--- src/rtl/multicycle_controller.sv ---
// multicycle_controller: multi-cycle RV32I control FSM.
// Sequences FETCH/DECODE/EXECUTE/WB over a shared memory port with a ready
// handshake and a bounded wait-state timeout; drives datapath muxes/enables.
// Optional feature: define BRANCH_EN to accept beq/bne (opcode 1100011).
// Ports:
//   clk, rst            clock, asynchronous active-high reset
//   instruction         IR contents (valid from DECODE on)
//   zero                ALU zero flag (used in BRANCH)
//   mem_ready           memory completes the current access this cycle
//   mem_req, adr_src    memory request / address source (0 PC, 1 ALU-out)
//   ir_we, pc_we        IR / PC load enables
//   dmem_we, rf_we      memory write / register file write
//   sel_ext             000 I, 001 S, 010 B, 011 U, 100 J
//   sel_alu_src_a/b     ALU operand selects
//   sel_result          00 ALU-out, 01 mem data, 10 ALU result, 11 immediate
//   alu_control         {funct3,funct7[5]} style ALU code, 0000 ADD
//   state_o             current state (debug): 0 FETCH,1 DECODE,2 MEM_ADR,
//                       3 MEM_RD,4 MEM_WB,5 MEM_WR,6 EXEC_R,7 EXEC_I,
//                       8 ALU_WB,9 JAL,10 LUI,11 BRANCH,12 HALT
//   fault               sticky: 00 none, 01 illegal opcode, 10 memory timeout
module multicycle_controller #(
  parameter int unsigned MEM_TIMEOUT = 15,
  parameter int unsigned CNT_W       = 8
) (
  input  logic        clk,
  input  logic        rst,
  input  logic [31:0] instruction,
  input  logic        zero,
  input  logic        mem_ready,
  output logic        mem_req,
  output logic        adr_src,
  output logic        ir_we,
  output logic        pc_we,
  output logic        dmem_we,
  output logic        rf_we,
  output logic [2:0]  sel_ext,
  output logic [1:0]  sel_alu_src_a,
  output logic [1:0]  sel_alu_src_b,
  output logic [1:0]  sel_result,
  output logic [3:0]  alu_control,
  output logic [3:0]  state_o,
  output logic [1:0]  fault
);

  localparam logic [6:0] OP_LOAD  = 7'b0000011;
  localparam logic [6:0] OP_STORE = 7'b0100011;
  localparam logic [6:0] OP_R     = 7'b0110011;
  localparam logic [6:0] OP_I     = 7'b0010011;
  localparam logic [6:0] OP_JAL   = 7'b1101111;
  localparam logic [6:0] OP_LUI   = 7'b0110111;
`ifdef BRANCH_EN
  localparam logic [6:0] OP_BR    = 7'b1100011;
`endif

  typedef enum logic [3:0] {
    S_FETCH   = 4'd0,
    S_DECODE  = 4'd1,
    S_MEM_ADR = 4'd2,
    S_MEM_RD  = 4'd3,
    S_MEM_WB  = 4'd4,
    S_MEM_WR  = 4'd5,
    S_EXEC_R  = 4'd6,
    S_EXEC_I  = 4'd7,
    S_ALU_WB  = 4'd8,
    S_JAL     = 4'd9,
    S_LUI     = 4'd10,
`ifdef BRANCH_EN
    S_BRANCH  = 4'd11,
`endif
    S_HALT    = 4'd12
  } state_e;

  state_e           state_q, state_d;
  logic [CNT_W-1:0] wait_q, wait_d;
  logic [1:0]       fault_q, fault_d;

  logic [6:0] opcode;
  logic [2:0] funct3;
  logic       funct7_5;
  logic       unused_instr_bits;

  assign opcode   = instruction[6:0];
  assign funct3   = instruction[14:12];
  assign funct7_5 = instruction[30];
  assign unused_instr_bits = ^{instruction[31], instruction[29:15],
                               instruction[11:7], zero};

  // State, wait counter and sticky fault registers
  always_ff @(posedge clk or posedge rst) begin
    if (rst) begin
      state_q <= S_FETCH;
      wait_q  <= '0;
      fault_q <= 2'b00;
    end else begin
      state_q <= state_d;
      wait_q  <= wait_d;
      fault_q <= fault_d;
    end
  end

  // Next-state and datapath controls
  always_comb begin
    state_d       = state_q;
    fault_d       = fault_q;
    wait_d        = '0;
    mem_req       = 1'b0;
    adr_src       = 1'b0;
    ir_we         = 1'b0;
    pc_we         = 1'b0;
    dmem_we       = 1'b0;
    rf_we         = 1'b0;
    sel_ext       = 3'b000;
    sel_alu_src_a = 2'b00;
    sel_alu_src_b = 2'b00;
    sel_result    = 2'b00;
    alu_control   = 4'b0000;
    state_o       = state_q;
    fault         = fault_q;

    case (state_q)
      S_FETCH: begin
        mem_req       = 1'b1;
        sel_alu_src_b = 2'b10;
        sel_result    = 2'b10;
        if (mem_ready) begin
          ir_we   = 1'b1;
          pc_we   = 1'b1;
          state_d = S_DECODE;
        end
      end
      S_DECODE: begin
        // ALU-out captures PC+imm for a later jump/branch target
        sel_alu_src_a = 2'b01;
        sel_alu_src_b = 2'b01;
        sel_ext       = (opcode == OP_JAL) ? 3'b100 : 3'b010;
        case (opcode)
          OP_LOAD, OP_STORE: state_d = S_MEM_ADR;
          OP_R:              state_d = S_EXEC_R;
          OP_I:              state_d = S_EXEC_I;
          OP_JAL:            state_d = S_JAL;
          OP_LUI:            state_d = S_LUI;
`ifdef BRANCH_EN
          OP_BR:             state_d = S_BRANCH;
`endif
          default: begin
            state_d = S_HALT;
            fault_d = 2'b01;
          end
        endcase
      end
      S_MEM_ADR: begin
        sel_alu_src_a = 2'b10;
        sel_alu_src_b = 2'b01;
        sel_ext       = (opcode == OP_STORE) ? 3'b001 : 3'b000;
        state_d       = (opcode == OP_STORE) ? S_MEM_WR : S_MEM_RD;
      end
      S_MEM_RD: begin
        mem_req = 1'b1;
        adr_src = 1'b1;
        if (mem_ready) state_d = S_MEM_WB;
      end
      S_MEM_WB: begin
        rf_we      = 1'b1;
        sel_result = 2'b01;
        state_d    = S_FETCH;
      end
      S_MEM_WR: begin
        mem_req = 1'b1;
        adr_src = 1'b1;
        dmem_we = 1'b1;
        if (mem_ready) state_d = S_FETCH;
      end
      S_EXEC_R: begin
        sel_alu_src_a = 2'b10;
        alu_control   = {funct3, funct7_5};
        state_d       = S_ALU_WB;
      end
      S_EXEC_I: begin
        // funct7[5] only distinguishes srai from srli
        sel_alu_src_a = 2'b10;
        sel_alu_src_b = 2'b01;
        alu_control   = {funct3, (funct3 == 3'b101) ? funct7_5 : 1'b0};
        state_d       = S_ALU_WB;
      end
      S_ALU_WB: begin
        rf_we   = 1'b1;
        state_d = S_FETCH;
      end
      S_JAL: begin
        // PC takes the target held in ALU-out while the ALU forms old PC+4
        sel_alu_src_a = 2'b01;
        sel_alu_src_b = 2'b10;
        pc_we         = 1'b1;
        state_d       = S_ALU_WB;
      end
      S_LUI: begin
        rf_we      = 1'b1;
        sel_ext    = 3'b011;
        sel_result = 2'b11;
        state_d    = S_FETCH;
      end
`ifdef BRANCH_EN
      S_BRANCH: begin
        sel_alu_src_a = 2'b10;
        alu_control   = 4'b0001;
        state_d       = S_FETCH;
        case (funct3)
          3'b000:  pc_we = zero;
          3'b001:  pc_we = ~zero;
          default: begin
            state_d = S_HALT;
            fault_d = 2'b01;
          end
        endcase
      end
`endif
      S_HALT:  state_d = S_HALT;
      default: state_d = S_FETCH;
    endcase

    // Wait-state timeout; a completion on the last allowed cycle wins
    if (mem_req && !mem_ready) begin
      if (wait_q == CNT_W'(MEM_TIMEOUT - 1)) begin
        state_d = S_HALT;
        fault_d = 2'b10;
      end else begin
        wait_d = wait_q + CNT_W'(1);
      end
    end

    // Reset forces the port quiet immediately, not at the next edge
    if (rst) begin
      mem_req       = 1'b0;
      adr_src       = 1'b0;
      ir_we         = 1'b0;
      pc_we         = 1'b0;
      dmem_we       = 1'b0;
      rf_we         = 1'b0;
      sel_ext       = 3'b000;
      sel_alu_src_a = 2'b00;
      sel_alu_src_b = 2'b00;
      sel_result    = 2'b00;
      alu_control   = 4'b0000;
    end
  end

endmodule
--- config.mk ---
export PLATFORM = sky130hd
export DESIGN_NAME = multicycle_controller
export DESIGN_NICKNAME = d
export VERILOG_FILES = /design/src/rtl/multicycle_controller.sv
export SDC_FILE = /design/constraint.sdc
export NUM_CORES = 1
export LEC_CHECK = 0
export CAP_MARGIN = 10
export CORE_MARGIN = 5
export CORE_UTILIZATION = 37
export DETAILED_ROUTE_END_ITERATION = 10
export PLACE_DENSITY_LB_ADDON = 0.12
export SETUP_SLACK_MARGIN = 0.02
export SLEW_MARGIN = 20
export SYNTH_ARGS = -nofsm -noshare
export SYNTH_HDL_FRONTEND = slang
export SYNTH_SLANG_ARGS = --single-unit
--- constraint.sdc ---
create_clock -name clk -period 3.7 [get_ports clk]
set_clock_uncertainty 0.1 [all_clocks]
set_input_delay 0.37 -clock clk [delete_from_list [all_inputs] [get_ports clk]]
set_output_delay 0.37 -clock clk [all_outputs]
set_load 0.03 [all_outputs]
==> run metrics, run 1 <==
Pins Over Slew Limit=0; routed length on met1=1430 um; GRT Residual Overflow=0; Register Area=350 sq um; RSZ-0062 raised after global routing=false; fmax=347 MHz; Leak=0.636 nW; # DRC=0; Final Setup Violations=0; Post-Syn Nets=190; area grow syn2layout=38.5%; vias per cell=5.31; measured slew at the worst slew-check pin=0.702 ns; Max Cap Viol=0; warnings from Yosys=0; Setup TNS=0 ns; Antenna diodes=0; Synth async-reset ratio=100%; ys flop type=dfrtp_1; Startpoint Class=register; Via Count=1,226; latest clock arrival within the worst-skew pair=0.28 ns; CTS H-tree depth=1; Post CTS Setup Buffer Count=0; GPL Wtd Cong=0.856; number of global-route vias before repair=1,161; CP Class=reg -> out; Critical Path Sink Type=output pin; period utilisation layout=78.0%; Synth area leader=dfrtp_1; per-cell routed wire length=13.3 um; Clock Path Buffers=2; Final Cell Area=1610 sq um; Die ar.=4350 sq um; status=finished, final reports clean; final hold viol count=0; metal2 WL=1420 um; die extent in x=66.0 um; HP Class=reg -> reg; Row Count=20; Commonest cells post-synth=19 x nor2_1, 16 x nor3_1, 14 x dfrtp_1, 12 x nand2_1; Pre-antenna DRT Iters=4; Worst EP required=3.23 ns; Seq cells post-synth=14; GRT Util Overall=14.4%; Largest delay share family, worst path=flip-flops; WL final=3060 um; Crit path arrival time=2.41 ns; fillcell total=330; largest net degree at the start of global routing=25; Post-synth EDFFs=0; cts repair resizes=0; Mapped Cells=152; hold bufs inserted after CTS=0; Reg clk slew, reported paths=0.08 ns; antenna violations before repair=0; Unique masters post-synth=43; Core ar.=3030 sq um; VDD IR max=0.276 mV; layout cell share with drive strength beyond 1=6.42%; TritonCTS clock tree=yes; first-pass GRT wire length=5100 um; worst-path fanout max=24; nets=226; slowest cell delay on critical path=0.80 ns; Mapped Avg Cell Area=7.63 sq um; Cell Area, Synth=1160 sq um; crit path cell chain=nand2b_1 > mux2_2 > nor3_1 > clkdlybuf4s50_1; most frequent cell after synthesis=nor2_1; Yosys top cell area share=30.2%; IO buf count=38; pwr/cell area=522 nW/um^2; Critical path buffers and inverters=1; Synth area leaders=dfrtp_1 30%, nor3_1 6.9%, nor2_1 6.1%; Max-Slew Margin vs Limit=53.2%; met3 wire length=204 um; Initial Utilization=38.3%; post-synthesis sequential area ratio=30.2%; clock sink total=14; multi-input logic area=747 sq um; clk root buf=clkbuf_4; die height=66.0 um; post-route ant nets=0; minimum clock period after layout=2.88 ns; Top-Level Pins=61; post-placement cell area=1570 sq um; Slowest-stage cell, CP=dfrtp_1; Iteration-0 DRC Markers=54; clock buffers created by TritonCTS=3; HPWL after DPL=2350 um; Top Layer Used=met3
-- metrics by stage --
step / hold WS (ns) / power, mW / util (%) / instances / worst slack, ns
after floorplan: 0.362 / 0.579 / - / 152 / 1.23
after global placement: 0.381 / 0.730 / 51.9 / 227 / 0.973
after detailed placement: 0.390 / 0.732 / 51.9 / 227 / 0.918
after CTS: 0.412 / 0.842 / 53.1 / 231 / 0.800
after global routing: 0.431 / 0.903 / 53.1 / 231 / 0.654
final: 0.408 / 0.839 / 53.1 / 231 / 0.815
-- layout make-up --
type,count,area share (%)
Clock buffer,4,2.26
Inverter,4,0.935
Multi-Input combinational cell,124,46.5
Sequential cell,14,21.8
Tap cell,44,3.43
Timing Repair Buffer,41,25.1
-- kinds of logic after synthesis --
family / Yosys count / synth area share (%)
AO/OA/AOI/OAI: 25 / 14.1
XOR/XNOR: 8 / 6.04
adder cells (fa/ha/maj): 2 / 2.16
buffers and inverters: 14 / 5.39
flip-flops: 14 / 30.2
multiplexers: 2 / 1.94
AND/OR/NAND/NOR: 87 / 40.1
-- worst reg2reg max path, stage by stage, from the launching register on --
cell and delay (ns):
dfrtp_1 0.64, or4_1 0.61, a2bb2oi_1 0.17, or2_1 0.31
o21a_1 0.12
-- registers in the layout, summed over array words and instances (netlist names) --
| signal | cells |
|---|---|
| fault | 2 |
| state_o | 4 |
| wait_q | 8 |
-- cells in the final DEF (no fill, tap or decap), drive strengths merged, types with 3 or more instances in the layout --
cell	n
clkdlybuf4s50	38
nor2	19
nor3	16
dfrtp	14
nand2	12
nand2b	8
xor2	7
nand4	6
o21ai	6
a21oi	6
and2	5
and3	5
inv	4
clkbuf	4
or3	3
buf	3
-- layer usage --
layer,global-route usage (%),vias up
li1,-,617
met1,18.6,569
met2,24.2,40
met3,3.57,0
met4,2.79,0
met5,0,-
-- report_power, final --
group | switching [mW] | internal (mW) | total, mW
clock | 0.0491 | 0.0598 | 0.109
combinational | 0.266 | 0.216 | 0.481
sequential | 0.0732 | 0.175 | 0.248
total | 0.388 | 0.451 | 0.839
-- worst paths after layout --
path	from	depth (start not counted)	slack [ns]	endpoint
min reg2reg	wait_q[0]	1	0.41	wait_q[0]
min	wait_q[0]	1	0.41	wait_q[0]
max	state_o[2]	4	0.82	rf_we
min in group asynchronous	rst	3	0.67	wait_q[1]
max in group asynchronous	rst	3	2.66	wait_q[0]
max reg2reg	state_o[2]	4	1.64	fault[0]
No activity file was read; power rests on OpenSTA's default activity.
==> run 2: changes to the inputs <==
- clock period: 3.7 -> 2.9 ns (I/O delays scaled with it)
==> run metrics, run 2 (synthesized netlist as in run 1, its figures left out) <==
max FFs per register=8; GPL Wtd Cong=0.861; Leak=0.651 nW; most frequent cells in the layout=38 x clkdlybuf4s50_1, 19 x nor2_1, 16 x nor3_1; RSZ-0062 raised after global routing=false; pwr/cell area=672 nW/um^2; area grow syn2layout=40.5%; latest clock arrival within the worst-skew pair=0.28 ns; fmax=372 MHz; CTS H-tree depth=1; post-route ant nets=0; fillcell total=309; number of global-route vias before repair=1,208; Die ar.=4350 sq um; Int Power=588 uW; cts repair resizes=0; Setup TNS=0 ns; worst-path fanout max=12; commonest non-fill, non-tap cell in the layout=clkdlybuf4s50_1; # DRC=0; Via Count=1,234; HP Class=reg -> reg; IO buf count=38; Clock Path Buffers=2; CP Class=reg -> out; WL final=3140 um; largest net degree at the start of global routing=17; Top-Level Pins=61; period utilisation layout=92.7%; Max Cap Viol=0; antenna violations before repair=0; Row Count=20; status=finished, final reports clean; minimum clock period after layout=2.69 ns; Max-Slew Margin vs Limit=69.6%; VDD IR max=0.311 mV; TritonCTS clock tree=yes; die extent in x=66.0 um; Critical Path Sink Type=output pin; first-pass GRT wire length=5370 um; Final Setup Violations=0; clk root buf=clkbuf_4; Seq pwr share=26.9%; Clock power frac=12.7%; Pins Over Slew Limit=0; HPWL after DPL=2450 um; clock sink total=14; vias per cell=5.27; Post CTS Setup Buffer Count=0; GRT Util Overall=15.3%; hold bufs inserted after CTS=0; Antenna diodes=0; Iteration-0 DRC Markers=62; Sw Pwr=507 uW; Logic pwr share=60.4%; Core ar.=3030 sq um; Initial Utilization=38.3%; nets=229; Crit path arrival time=2.30 ns; Reg clk slew, reported paths=0.08 ns; Worst EP required=2.51 ns; placed cell count=230; per-cell routed wire length=13.4 um; measured slew at the worst slew-check pin=0.456 ns; clock buffers created by TritonCTS=3; die height=66.0 um; layout cell share with drive strength beyond 1=7.89%; Pre-antenna DRT Iters=4; final hold viol count=0; Biggest register=wait_q; GRT Residual Overflow=0; final std cells w/o fill=234; Startpoint Class=register; Sw Ratio=46.3%
[run 2: cell types whose count changed in the layout (fill, tap and decap cells not counted), sizes merged]
| cell | delta |
|---|---|
| buf | +3 |
[run 2: routing by layer]
layer	share of wire, %	track usage (%)	vias up
li1	-	-	621
met1	47	19.8	574
met2	46	26.4	37
met3	6.5	3.74	2
met4	0.38	2.28	0
met5	0	0	-
[run 2: per-stage QoR]
| step | area [sq um] | setup slack (ns) | hold slack, ns | utilization (%) | power, mW |
|---|---|---|---|---|---|
| after floorplan | 1160 | 0.508 | 0.295 | - | 0.738 |
| after CTS | 1630 | 0.187 | 0.408 | 53.8 | 1.10 |
| final | 1630 | 0.212 | 0.402 | 53.8 | 1.09 |
| after detailed placement | 1590 | 0.342 | 0.385 | 52.6 | 0.955 |
| after global routing | 1630 | 0.0459 | 0.438 | 53.8 | 1.17 |
| after global placement | 1590 | 0.386 | 0.381 | 52.6 | 0.946 |
[run 2: worst max-delay path: stages (launching register included)]
cell and delay, ns:
dfrtp_1 0.52, nand2b_1 0.31, o32a_1 0.37, nor3_1 0.13
clkdlybuf4s50_1 0.70
[run 2: worst paths after layout]
kind                            slack (ns)  startpoint         end  depth (start not counted)
worst max-delay path                  0.21  state_o[1]  sel_ext[1]                          4
worst min-delay path                  0.40    fault[0]    fault[0]                          1
worst max register to register        0.77  state_o[2]    fault[0]                          5
worst min register to register        0.40    fault[0]    fault[0]                          1
max in group asynchronous             1.95         rst   wait_q[1]                          4
min in group asynchronous             0.58         rst  state_o[2]                          4
[run 2: area by class of cell]
| cell class | count | area [sq um] | share of cell area [%] |
|---|---|---|---|
| Multi-Input combinational cell | 124 | 747 | 45.9 |
| Sequential cell | 14 | 350 | 21.5 |
| Tap cell | 44 | 55.1 | 3.38 |
| Clock buffer | 4 | 36.3 | 2.23 |
| Inverter | 4 | 15.0 | 0.922 |
| Timing Repair Buffer | 44 | 425 | 26.1 |
[run 2: power groups by stage]
stage          combinational, mW  sequential (mW)  clock, mW
2_1_floorplan              0.446            0.293          0
3_3_place_gp               0.650            0.297          0
3_5_place_dp               0.658            0.298          0
4_1_cts                    0.662            0.294      0.146
5_1_grt                    0.713            0.304      0.156
6_report                   0.661            0.294      0.139
